===== config.mk =====
export PLATFORM = sky130hd
export DESIGN_NAME = scan_sel_2_4_seq
export DESIGN_NICKNAME = d
export VERILOG_FILES = /design/src/rtl/scan_sel_2_4_seq.sv
export SDC_FILE = /design/constraint.sdc
export NUM_CORES = 1
export LEC_CHECK = 0
export ABC_AREA = 1
export BUFFER_PORTS_ARGS = -buffer_cell sky130_fd_sc_hd__buf_2
export CORE_ASPECT_RATIO = 1.75
export CORE_MARGIN = 4
export CORE_UTILIZATION = 55
export CTS_CLUSTER_DIAMETER = 60
export DETAILED_ROUTE_END_ITERATION = 12
export GPL_TIMING_DRIVEN = 0
export PLACE_DENSITY_LB_ADDON = 0.25
export SETUP_SLACK_MARGIN = 0.05
export SLEW_MARGIN = 5
export SYNTH_ARGS = -nofsm -noshare
export SYNTH_HDL_FRONTEND = slang
export SYNTH_SLANG_ARGS = --single-unit

===== constraint.sdc =====
create_clock -name clk -period 2.3 [get_ports clk]
set_clock_uncertainty 0.2 [all_clocks]
set_input_delay 0.23 -clock clk [delete_from_list [all_inputs] [get_ports clk]]
set_output_delay 0.23 -clock clk [all_outputs]
set_load 0.03 [all_outputs]

===== src/rtl/scan_sel_2_4_seq.sv =====
// Round-robin scan sequencer driving a 2x4 decoder: per-slot dwell, optional
// blanking gap, slot skip mask, run/stop control and a frame-start pulse.
module scan_sel_2_4_seq #(
  parameter int unsigned DWELL_W = 16,
  parameter int unsigned BLANK_W = 8
) (
  input  logic               clk,
  input  logic               rst,
  input  logic               run,
  input  logic [DWELL_W-1:0] dwell,
  input  logic [BLANK_W-1:0] blank,
  input  logic [3:0]         mask,
  output logic [1:0]         Sel,
  output logic               En,
  output logic               frame,
  output logic               busy
);

  localparam int unsigned CNT_W = (DWELL_W > BLANK_W) ? DWELL_W : BLANK_W;

  typedef enum logic [1:0] {
    IDLE  = 2'd0,
    ON    = 2'd1,
    BLANK = 2'd2
  } state_t;

  state_t           state, state_d;
  logic [1:0]       sel_d;
  logic             en_d;
  logic             frame_d;
  logic [CNT_W-1:0] cnt, cnt_d;
  logic [DWELL_W-1:0] dwell_m1;
  logic [1:0]       adv_sel;

  // First set slot after k, wrapping, with k itself checked last.
  function automatic logic [1:0] next_slot(input logic [1:0] k, input logic [3:0] m);
    logic [1:0] r;
    logic [1:0] j;
    r = k;
    for (int i = 4; i >= 1; i--) begin
      j = k + 2'(i);
      if (m[j]) r = j;
    end
    return r;
  endfunction

  assign dwell_m1 = (dwell == '0) ? '0 : dwell - DWELL_W'(1);
  assign adv_sel  = next_slot(Sel, mask);
  assign busy     = (state != IDLE);

  always_ff @(posedge clk) begin
    if (rst) begin
      state <= IDLE;
      Sel   <= 2'd0;
      En    <= 1'b0;
      frame <= 1'b0;
      cnt   <= '0;
    end else begin
      state <= state_d;
      Sel   <= sel_d;
      En    <= en_d;
      frame <= frame_d;
      cnt   <= cnt_d;
    end
  end

  // Next-state and registered-output logic; run=0 takes priority over advancing.
  always_comb begin
    state_d = state;
    sel_d   = Sel;
    en_d    = En;
    frame_d = 1'b0;
    cnt_d   = cnt;

    unique case (state)
      IDLE: begin
        en_d = 1'b0;
        if (run && (mask != 4'd0)) begin
          sel_d   = next_slot(2'd3, mask);
          en_d    = 1'b1;
          cnt_d   = CNT_W'(dwell_m1);
          frame_d = 1'b1;
          state_d = ON;
        end
      end
      ON, BLANK: begin
        if (!run) begin
          en_d    = 1'b0;
          state_d = IDLE;
        end else if (cnt != '0) begin
          cnt_d = cnt - CNT_W'(1);
        end else if ((state == ON) && (blank != '0)) begin
          en_d    = 1'b0;
          cnt_d   = CNT_W'(blank) - CNT_W'(1);
          state_d = BLANK;
        end else if (mask == 4'd0) begin
          en_d    = 1'b0;
          state_d = IDLE;
        end else begin
          sel_d   = adv_sel;
          en_d    = 1'b1;
          cnt_d   = CNT_W'(dwell_m1);
          frame_d = (adv_sel <= Sel);
          state_d = ON;
        end
      end
      default: begin
        en_d    = 1'b0;
        state_d = IDLE;
      end
    endcase
  end

endmodule


==> results of run 1 <==
==> per-layer routing <==
layer / GRT usage / share of wire / vias up
li1: - / - / 1541
met1: 0.233 / 0.36 / 1244
met2: 0.468 / 0.57 / 73
met3: 0.0225 / 0.031 / 23
met4: 0.118 / 0.043 / 0
met5: 0 / 0 / -
==> placed cells by master (no fill, tap or decap), drive strengths merged, types with 8 or more instances in the layout <==
master / Yosys / routed
nand4: 9 / 9
ha: 8 / 8
dfxtp: 22 / 22
a21oi: 22 / 22
xor2: 11 / 11
buf: 5 / 41
nand3: 42 / 42
o21ai: 22 / 22
nand2: 157 / 157
inv: 61 / 61
nor2: 89 / 89
==> cells by family (layout without fill, tap and decap cells) <==
kind of cell,after synthesis,in the layout
compound gates,48,48
xor+xnor,14,14
buf+inv,70,109
fa+ha+maj,8,8
simple gates,305,305
flops,22,22
==> flip-flops by register name (all words and copies together), names as in the netlist <==
name and cells:
En 1, Sel 2, cnt 16, frame 1, state 2
==> synthesized netlist by cell type (5+ instances only) <==
library cell and count:
inv_1 59, dfxtp_1 22, a21oi_1 19, nand2_1 151
nand4_1 9, nor2_2 5, xor2_1 11, ha_1 8
o21ai_0 14, o21ai_1 6, nand3_1 41, nor2_1 81
==> power breakdown <==
group	total (mW)	leakage, nW	internal (mW)	switching, mW
logic	2.87	1.30	1.04	1.83
clock network	0.245	0.0216	0.117	0.128
registers	0.738	0.183	0.565	0.173
total	3.85	1.50	1.72	2.13
==> worst paths after layout <==
kind / startpoint / end / slack [ps]
worst min-delay path: run / En / 60
worst max register to register: state[1] / cnt[0] / 210
worst max-delay path: state[1] / cnt[0] / 210
worst min register to register: En / En / 290
==> worst max-delay path: stages, from the launching register on <==
cell and delay [ps]:
dfxtp_1 340, inv_1 70, ha_1 270, buf_4 170, inv_1 110, nor2_2 180
nand3_4 120, nand2_4 130, inv_4 60, buf_6 150, o21ai_1 120, nor2_1 50
==> layout make-up <==
class                      count  area (sq um)
timing repair buffer          36           185
buffer                         8          63.8
tap                           51          63.8
inverter                      62           239
clock buffer                   3          41.3
multi-input combinational    375          1850
fill                         438          1550
sequential                    22           447
==> what timing repair did <==
action | in CTS | in global routing
buffers inserted | 0 | 2
hold endpoints to repair | 0 | 0
gates resized for setup | 2 | 10
endpoints found under the setup margin | 1 | 17
cloned | 0 | 0
pin swaps | 0 | 2
==> through the flow <==
stage | total power, mW | cell area (sq um)
6_report | 3.85 | 2890
5_1_grt | 4.27 | 2890
4_1_cts | 3.76 | 2850
3_5_place_dp | 3.49 | 2800
3_3_place_gp | 3.45 | 2800
2_1_floorplan | 2.90 | 2570
==> impl_metrics.csv, run 1 <==
group,metric,value,unit
placement,dp_cells,552,
grt,gr-usage-all-layers,0.241,
clock_network,cts_sinks,22,
detailed_routing,drtPass1Iterations,4,
timing,max_freq,478,MHz
min_path,hold_path.class,"primary input to flop",
clock_network,cts.clk_slew.worst_paths,80,ps
detailed_routing,drc,0,
logic_synthesis,muxShareOfSynthArea,0,
grt,grt_max_degree,12,
logic_synthesis,ys_warn_count,0,
timing,layout_setup_ws,210,ps
run_status,status,"completed",
placement,dpl.hpwl,5570,um
floorplanning,die_h,98.4,um
logic_synthesis,synth-simple-area-share,0.517,
floorplanning,start_util,0.578,
cells_and_area,final_util,0.651,
worst_setup_path,critPathKind,"flop to flop",
timing,relSlewSlack,0.675,
clock_network,cts_buffer_depth,2,
logic_synthesis,ys_async_sr_fraction,0,
timing,finalCritPeriodShare,0.909,
clock_network,cts_made_buffers,3,
cells_and_area,stdcell_count,557,
logic_synthesis,synth.area.top_cells,"nand2_1 (22%), dfxtp_1 (17%), nor2_1 (12%)",
floorplanning,core-area,0.00444,sq mm
grt,antenna_found_initial,0,
placement,place_ws,-100,ps
run,drv_cap,0,
grt,grt_pass1_wl,11400,um
detailed_routing,wl,6580,um
worst_setup_path,required,2260,ps
detailed_routing,dr_total_vias,2881,
timing,maxSlewViolCount,0,
clock_network,clk_latency,270,ps
timing,hold_viol_final,0,
logic_synthesis,synth-compound-area-share,0.109,
timing,min_period,2090,ps
worst_setup_path,setup.worst_path.start_class,"flop",
cells_and_area,antenna_cells,0,
worst_setup_path,reg2reg_depth,11,
power,power.density,1330,mW/mm^2
floorplanning,die-area,0.00587,sq mm
power,ir_worst_vdd,0.818,mV
floorplanning,io_pins,36,
timing,tightestPinTransition,487,ps
worst_setup_path,critPathMaxFanout,10,
floorplanning,fp-row-count,32,
logic_synthesis,synth_fa_ha_area_frac,0.0390,
logic_synthesis,synthDistinctLibCells,32,
logic_synthesis,synth_ff_type,"dfxtp_1",
logic_synthesis,yosysSeqAreaShare,0.172,
logic_synthesis,synth_nets,506,
clock_network,cts_tree,"done",
detailed_routing,wl_per_cell,11.8,um
grt,grt_pass1_vias,2804,
cells_and_area,drive_gt1_frac,0.156,
logic_synthesis,synth_area,0.00257,sq mm
clock_network,cts.hold.buffers_added,0,
worst_setup_path,worstSetupEndpointType,"flop",
clock_network,h-tree-depth,1,
floorplanning,die_w,59.6,um
detailed_routing,postRouteAntennaNets,0,
logic_synthesis,synth_top_area_cell,"nand2_1",
detailed_routing,drt_iter0_drc,118,
timing,fin_setup_tns,0,ps
logic_synthesis,yosysTopAreaCellShare,0.221,
timing,finalSetupViolCount,0,
power,leakagePower,1.50,nW
clock_network,cts_root_buf,"clkbuf_8",
logic_synthesis,synthXorXnorAreaFrac,0.0478,
timing,hold_ws,60.1,ps
logic_synthesis,synth_seq_cells,22,
detailed_routing,avgViaCountPerCell,5.17,
logic_synthesis,synth_top_family_by_area,"simple AND/OR/NAND/NOR gates",
timing,rsz0062_at_grt,"true",
logic_synthesis,synth_edf_count,0,
worst_setup_path,crit_arrival,2050,ps
min_path,hold_path_depth,3,
placement,gp_congestion,0.925,
cells_and_area,syn_to_final_growth,12.6,%
grt,grt-ovfl-total,0,
logic_synthesis,syn_inst,467,
logic_synthesis,avgSynthCellArea,5.50,sq um
placement,io_buffers,34,
cells_and_area,fin_nets,547,
(Power assumes the default switching activity.)
==> inputs of run 2 (changes only) <==
- ABC_AREA: 1 -> not set
- CORE_UTILIZATION: 55 -> 51
- clock period: 2.3 -> 1.9 ns (I/O delays scaled with it)
==> impl_metrics.csv, run 2 <==
group,metric,value,unit
run_status,status,"finished with violations",
run_status,violations,"setup timing",
power,finalPower,2.14,mW
clock_network,cts_sinks,22,
logic_synthesis,synth_area,0.00208,sq mm
timing,layout_setup_ws,-728,ps
worst_setup_path,required,1840,ps
timing,max_freq,381,MHz
logic_synthesis,synthDistinctLibCells,55,
placement,gp_congestion,0.846,
logic_synthesis,yosysTopAreaCellShare,0.212,
timing,finalCritPeriodShare,1.38,
grt,grt_pass1_vias,2562,
clock_network,cts_buffer_depth,2,
worst_setup_path,setup.worst_path.start_class,"flop",
power,clock_power_share,0.222,
worst_setup_path,crit_start,"cnt[6]",
timing,finalSetupViolCount,22,
cells_and_area,fin_nets,396,
detailed_routing,wl,7940,um
worst_setup_path,critPathMaxFanout,8,
detailed_routing,wl_met2,4220,um
logic_synthesis,synth_nets,328,
detailed_routing,drt_iter0_drc,160,
timing,min_period,2630,ps
clock_network,clk_latency,280,ps
floorplanning,core-area,0.00390,sq mm
timing,tightestPinTransition,1030,ps
worst_setup_path,r2r_slack,-730,ps
clock_network,cts_tree,"done",
cells_and_area,final_util,0.754,
floorplanning,die-area,0.00521,sq mm
logic_synthesis,syn_inst,289,
worst_setup_path,crit_arrival,2570,ps
min_path,hold_path.class,"primary input to flop",
detailed_routing,postRouteAntennaNets,0,
worst_setup_path,reg2reg_depth,8,
grt,grt_max_degree,14,
timing,maxSlewViolCount,0,
cells_and_area,drive_gt1_frac,0.368,
detailed_routing,wl_per_cell,19.7,um
grt,gr-usage-all-layers,0.281,
grt,antenna_found_initial,0,
cells_and_area,syn_to_final_growth,41.4,%
detailed_routing,drtPass1Iterations,5,
run,drv_cap,0,
logic_synthesis,synth_ff_type,"dfxtp_1",
cells_and_area,mostFrequentLayoutCells,"buf_2 (35), nor2_1 (22), buf_4 (19)",
placement,dp_cells,372,
power,power_frac_seq,0.278,
logic_synthesis,yosysSeqAreaShare,0.212,
cells_and_area,final_common_cell,"buf_2",
grt,grt-ovfl-total,0,
detailed_routing,avgViaCountPerCell,6.66,
worst_setup_path,critPathKind,"flop to flop",
detailed_routing,drc,0,
logic_synthesis,synthTopCellsByCount,"o21ai_0 (32), nor2_1 (26), a21oi_1 (24)",
floorplanning,fp-row-count,30,
worst_setup_path,worstSetupEndpointType,"flop",
grt,grt_pass1_wl,11700,um
placement,place_ws,-1020,ps
placement,placed_area,0.00238,sq mm
worst_setup_path,rr_endpoint,"cnt[15]",
clock_network,h-tree-depth,1,
timing,relSlewSlack,0.305,
floorplanning,die_h,92.5,um
logic_synthesis,synth_top_area_cell,"dfxtp_1",
floorplanning,die_w,56.3,um
logic_synthesis,ys_warn_count,0,
timing,fin_setup_tns,-12600,ps
worst_setup_path,rr_startpoint,"cnt[6]",
power,swShare,0.404,
cells_and_area,largestRegisters,"cnt x16, Sel x2, state x2",
power,leakagePower,1.14,nW
power,intPower,1.28,mW
cells_and_area,postLayoutCellArea,0.00294,sq mm
detailed_routing,top_layer,"met4",
detailed_routing,dr_wl_met3,555,um
cells_and_area,stdcell_count,404,
placement,dpl.hpwl,4890,um
logic_synthesis,ys_async_sr_fraction,0,
clock_network,cts.clk_slew.worst_paths,90,ps
clock_network,cts_made_buffers,3,
timing,hold_viol_final,0,
detailed_routing,dr_total_vias,2692,
cells_and_area,max_flop_register,"cnt",
power,power.density,727,mW/mm^2
timing,rsz0062_at_grt,"true",
detailed_routing,wl_met1,2700,um
logic_synthesis,synth_edf_count,0,
power,ir_worst_vdd,0.542,mV
logic_synthesis,synth_seq_cells,22,
timing,hold_ws,56.5,ps
cells_and_area,largest_reg_flops,16,
worst_setup_path,crit_path_end,"cnt[15]",
logic_synthesis,synth.area.top_cells,"dfxtp_1 (21%), o21ai_0 (7.7%), xor2_1 (5.9%)",
power,combPwrFrac,0.501,
power,power.switching,0.866,mW
logic_synthesis,synth.most_common_cell,"o21ai_0",
cells_and_area,antenna_cells,0,
floorplanning,io_pins,36,
logic_synthesis,avgSynthCellArea,7.20,sq um
clock_network,cts_root_buf,"clkbuf_8",
floorplanning,start_util,0.533,
placement,io_buffers,35,
## run 2: cell count changes after synthesis, sizes merged, moves of 6 or more
cell | previous run | this run
nor3 | 6 | 20
inv | 61 | 15
a211oi | 0 | 8
nand3 | 42 | 10
nor2 | 89 | 26
nand4 | 9 | 3
nand2 | 157 | 17
or4 | 0 | 6
o21ai | 22 | 35
nor4 | 0 | 10
## run 2: cell families after synthesis
logic type	after synthesis	share of synthesized area
flops	22	0.212
simple gates	116	0.308
compound gates	96	0.287
mux	1	0.00481
buf+inv	24	0.0475
xor+xnor	22	0.0926
fa+ha+maj	8	0.0481
## run 2: power groups by stage
| stage | Sequential (mW) | Clock (mW) | Combinational [mW] |
|---|---|---|---|
| after floorplan | 0.595 | 0 | 0.550 |
| after global placement | 0.593 | 0 | 0.740 |
| after detailed placement | 0.594 | 0 | 0.753 |
| after CTS | 0.586 | 0.457 | 0.940 |
| after global routing | 0.601 | 0.479 | 1.14 |
| final | 0.595 | 0.475 | 1.07 |
## run 2: final cells by class
cell class	instances	area, sq um
timing repair buffer	64	442
multi-input combinational	244	1810
tap	48	60.1
clock inverter	1	30.0
inverter	16	61.3
clock buffer	3	41.3
sequential	22	450
fill	298	960
buffer	6	53.8
## run 2: worst max-delay path, stage by stage (launching register included)
cell     delay (ps)
dfxtp_4         360
or4_4           520
or4_4           510
buf_12          160
o21ai_4         170
buf_6           140
a21oi_1          50
o21ai_1         240
a21oi_1         120
## run 2: metal layers
layer  up-vias  track usage
met2       157        0.514
met5         -            0
met4         0        0.186
li1       1217            -
met3        53       0.0363
met1      1265        0.291
## run 2: worst min-delay path by stage
stage | slack, ps | endpoint | startpoint | depth (start not counted)
floorplan | 160 | En | run | 2
global placement | 260 | En | En | 2
detailed placement | 270 | cnt[14] | cnt[14] | 2
CTS | 60 | cnt[4] | rst | 4
global route | 60 | cnt[4] | rst | 4
finish | 60 | En | run | 3
## run 2: timing repair
item	in CTS	in global routing
setup buffers	21	7
hold buffers	1	0
pin swaps	14	23
gates resized for setup	49	33
endpoints found under the setup margin	22	22
cloned	2	0
hold endpoints to repair	1	0
==> inputs of run 3 (changes only) <==
==> constraint.sdc (replaced) <==
create_clock -name clk -period 1.9 [get_ports clk]
set_clock_uncertainty 0.2 [all_clocks]
set_input_delay 0.095 -clock clk [delete_from_list [all_inputs] [get_ports clk]]
set_output_delay 0.095 -clock clk [all_outputs]
set_load 0.03 [all_outputs]
==> impl_metrics.csv, run 3 (synthesis gave the netlist of run 2 again) <==
group,metric,value,unit
detailed_routing,wl_per_cell,18.8,um
timing,min_period,2580,ps
clock_network,cts_buffer_depth,2,
power,intPower,1.25,mW
placement,placed_area,0.00238,sq mm
power,swShare,0.398,
run,drv_cap,0,
cells_and_area,final_util,0.731,
grt,antenna_found_initial,0,
detailed_routing,postRouteAntennaNets,0,
clock_network,cts_made_buffers,3,
cells_and_area,max_flop_register,"cnt",
placement,io_buffers,35,
clock_network,cts.clk_slew.worst_paths,90,ps
floorplanning,die_w,56.3,um
timing,max_freq,387,MHz
floorplanning,io_pins,36,
worst_setup_path,max_stage_delay,550,ps
power,power_frac_seq,0.285,
timing,rsz0062_at_grt,"true",
timing,layout_setup_ws,-682,ps
run_status,violations,"hold timing, setup timing",
timing,finalSetupViolCount,22,
cells_and_area,fillers,312,
worst_setup_path,setup.worst_path.start_class,"flop",
cells_and_area,antenna_cells,0,
power,power.density,727,mW/mm^2
worst_setup_path,crit_arrival,2520,ps
worst_setup_path,required,1830,ps
detailed_routing,wl,7570,um
worst_setup_path,critPathKind,"flop to flop",
run_status,status,"finished with violations",
detailed_routing,drtPass1Iterations,5,
cells_and_area,postLayoutCellArea,0.00285,sq mm
power,clock_power_share,0.223,
cells_and_area,largestRegisters,"cnt x16, Sel x2, state x2",
floorplanning,die-area,0.00521,sq mm
cells_and_area,largest_reg_flops,16,
clock_network,cts_sinks,22,
worst_setup_path,critPathMaxFanout,8,
power,leakagePower,1.12,nW
timing,finalCritPeriodShare,1.36,
grt,grt_pass1_vias,2566,
detailed_routing,drc,0,
cells_and_area,final_common_cell,"buf_2",
placement,place_ws,-928,ps
detailed_routing,avgViaCountPerCell,6.56,
worst_setup_path,crit_chain,"or4_4 > or4_4 > buf_12 > o21ai_4 > buf_6 > a21oi_1 > o21ai_1 > a21oi_1",
power,combPwrFrac,0.492,
cells_and_area,regArea,449,sq um
floorplanning,die_h,92.5,um
clock_network,cts_tree,"done",
floorplanning,core-area,0.00390,sq mm
worst_setup_path,worstSetupEndpointType,"flop",
grt,grt_max_degree,14,
timing,fin_setup_tns,-12520,ps
min_path,hold_path.class,"primary input to flop",
clock_network,cts_root_buf,"clkbuf_8",
clock_network,clk_latency,270,ps
cells_and_area,mostFrequentLayoutCells,"buf_2 (35), nor2_1 (22), a21oi_1 (20), buf_4 (20), o21ai_0 (18)",
timing,tightestPinTransition,989,ps
cells_and_area,syn_to_final_growth,37.1,%
floorplanning,fp-row-count,30,
cells_and_area,drive_gt1_frac,0.330,
timing,hold_viol_final,2,
grt,gr-usage-all-layers,0.285,
power,ir_worst_vdd,0.537,mV
cells_and_area,fin_nets,395,
grt,grt-ovfl-total,0,
clock_network,h-tree-depth,1,
placement,gp_congestion,0.846,
placement,dpl.hpwl,4890,um
power,power.switching,0.826,mW
grt,grt_pass1_wl,11900,um
floorplanning,start_util,0.533,
timing,relSlewSlack,0.335,
detailed_routing,dr_total_vias,2645,
timing,hold_ws,-25.3,ps
cells_and_area,multi_input_area,0.00173,sq mm
detailed_routing,drt_iter0_drc,162,
worst_setup_path,cp_slowest_cell,"or4_4",
timing,maxSlewViolCount,0,
-- run 3: critical path, delay by kind of cell (launching register included) --
family / cells / cell delay, ps
AND/OR/NAND/NOR: 2 / 1060
AO/OA/AOI/OAI: 4 / 550
flip-flops: 1 / 330
buffers and inverters: 2 / 300
-- run 3: final cells by class --
cell class,count,share of cell area
well taps,48,0.0210
inverters,16,0.0215
flip-flops and latches,22,0.157
clock buffers,3,0.0145
plain buffers,6,0.0189
repair buffers,63,0.149
clock inverters,1,0.0105
multi-input cells,244,0.608
-- run 3: power groups by stage --
stage / clock [mW] / sequential (mW) / combinational (mW)
final: 0.463 / 0.591 / 1.02
after global routing: 0.473 / 0.598 / 1.09
after CTS: 0.457 / 0.586 / 0.940
after detailed placement: 0 / 0.594 / 0.753
after floorplan: 0 / 0.595 / 0.550
after global placement: 0 / 0.593 / 0.740
-- run 3: path summary, 6_finish.rpt --
path,to,startpoint,cells after the start,slack [ps]
worst max register to register,cnt[15],cnt[4],8,-680
worst min-delay path,En,run,3,-30
worst min register to register,En,En,2,270
worst max-delay path,cnt[15],cnt[4],8,-680
-- run 3: metrics by stage --
stage               std cells  power, mW
floorplan                 289       1.14
global placement          372       1.33
detailed placement        372       1.35
CTS                       399       1.98
global route              403       2.16
finish                    403       2.08
-- run 3: repair_timing --
action,CTS,global route
setup endpoints to repair,22,22
resized for setup,49,10
endpoints found under the hold margin,4,1
buffers inserted,21,4
pin swaps,14,9
cloned,2,0
hold buffers,1,1
-- run 3: layer usage --
layer	up-vias	GRT usage	share of wire
met5	-	0	0
li1	1226	-	-
met3	43	0.0349	0.056
met4	0	0.188	0.054
met1	1237	0.301	0.35
met2	139	0.515	0.54
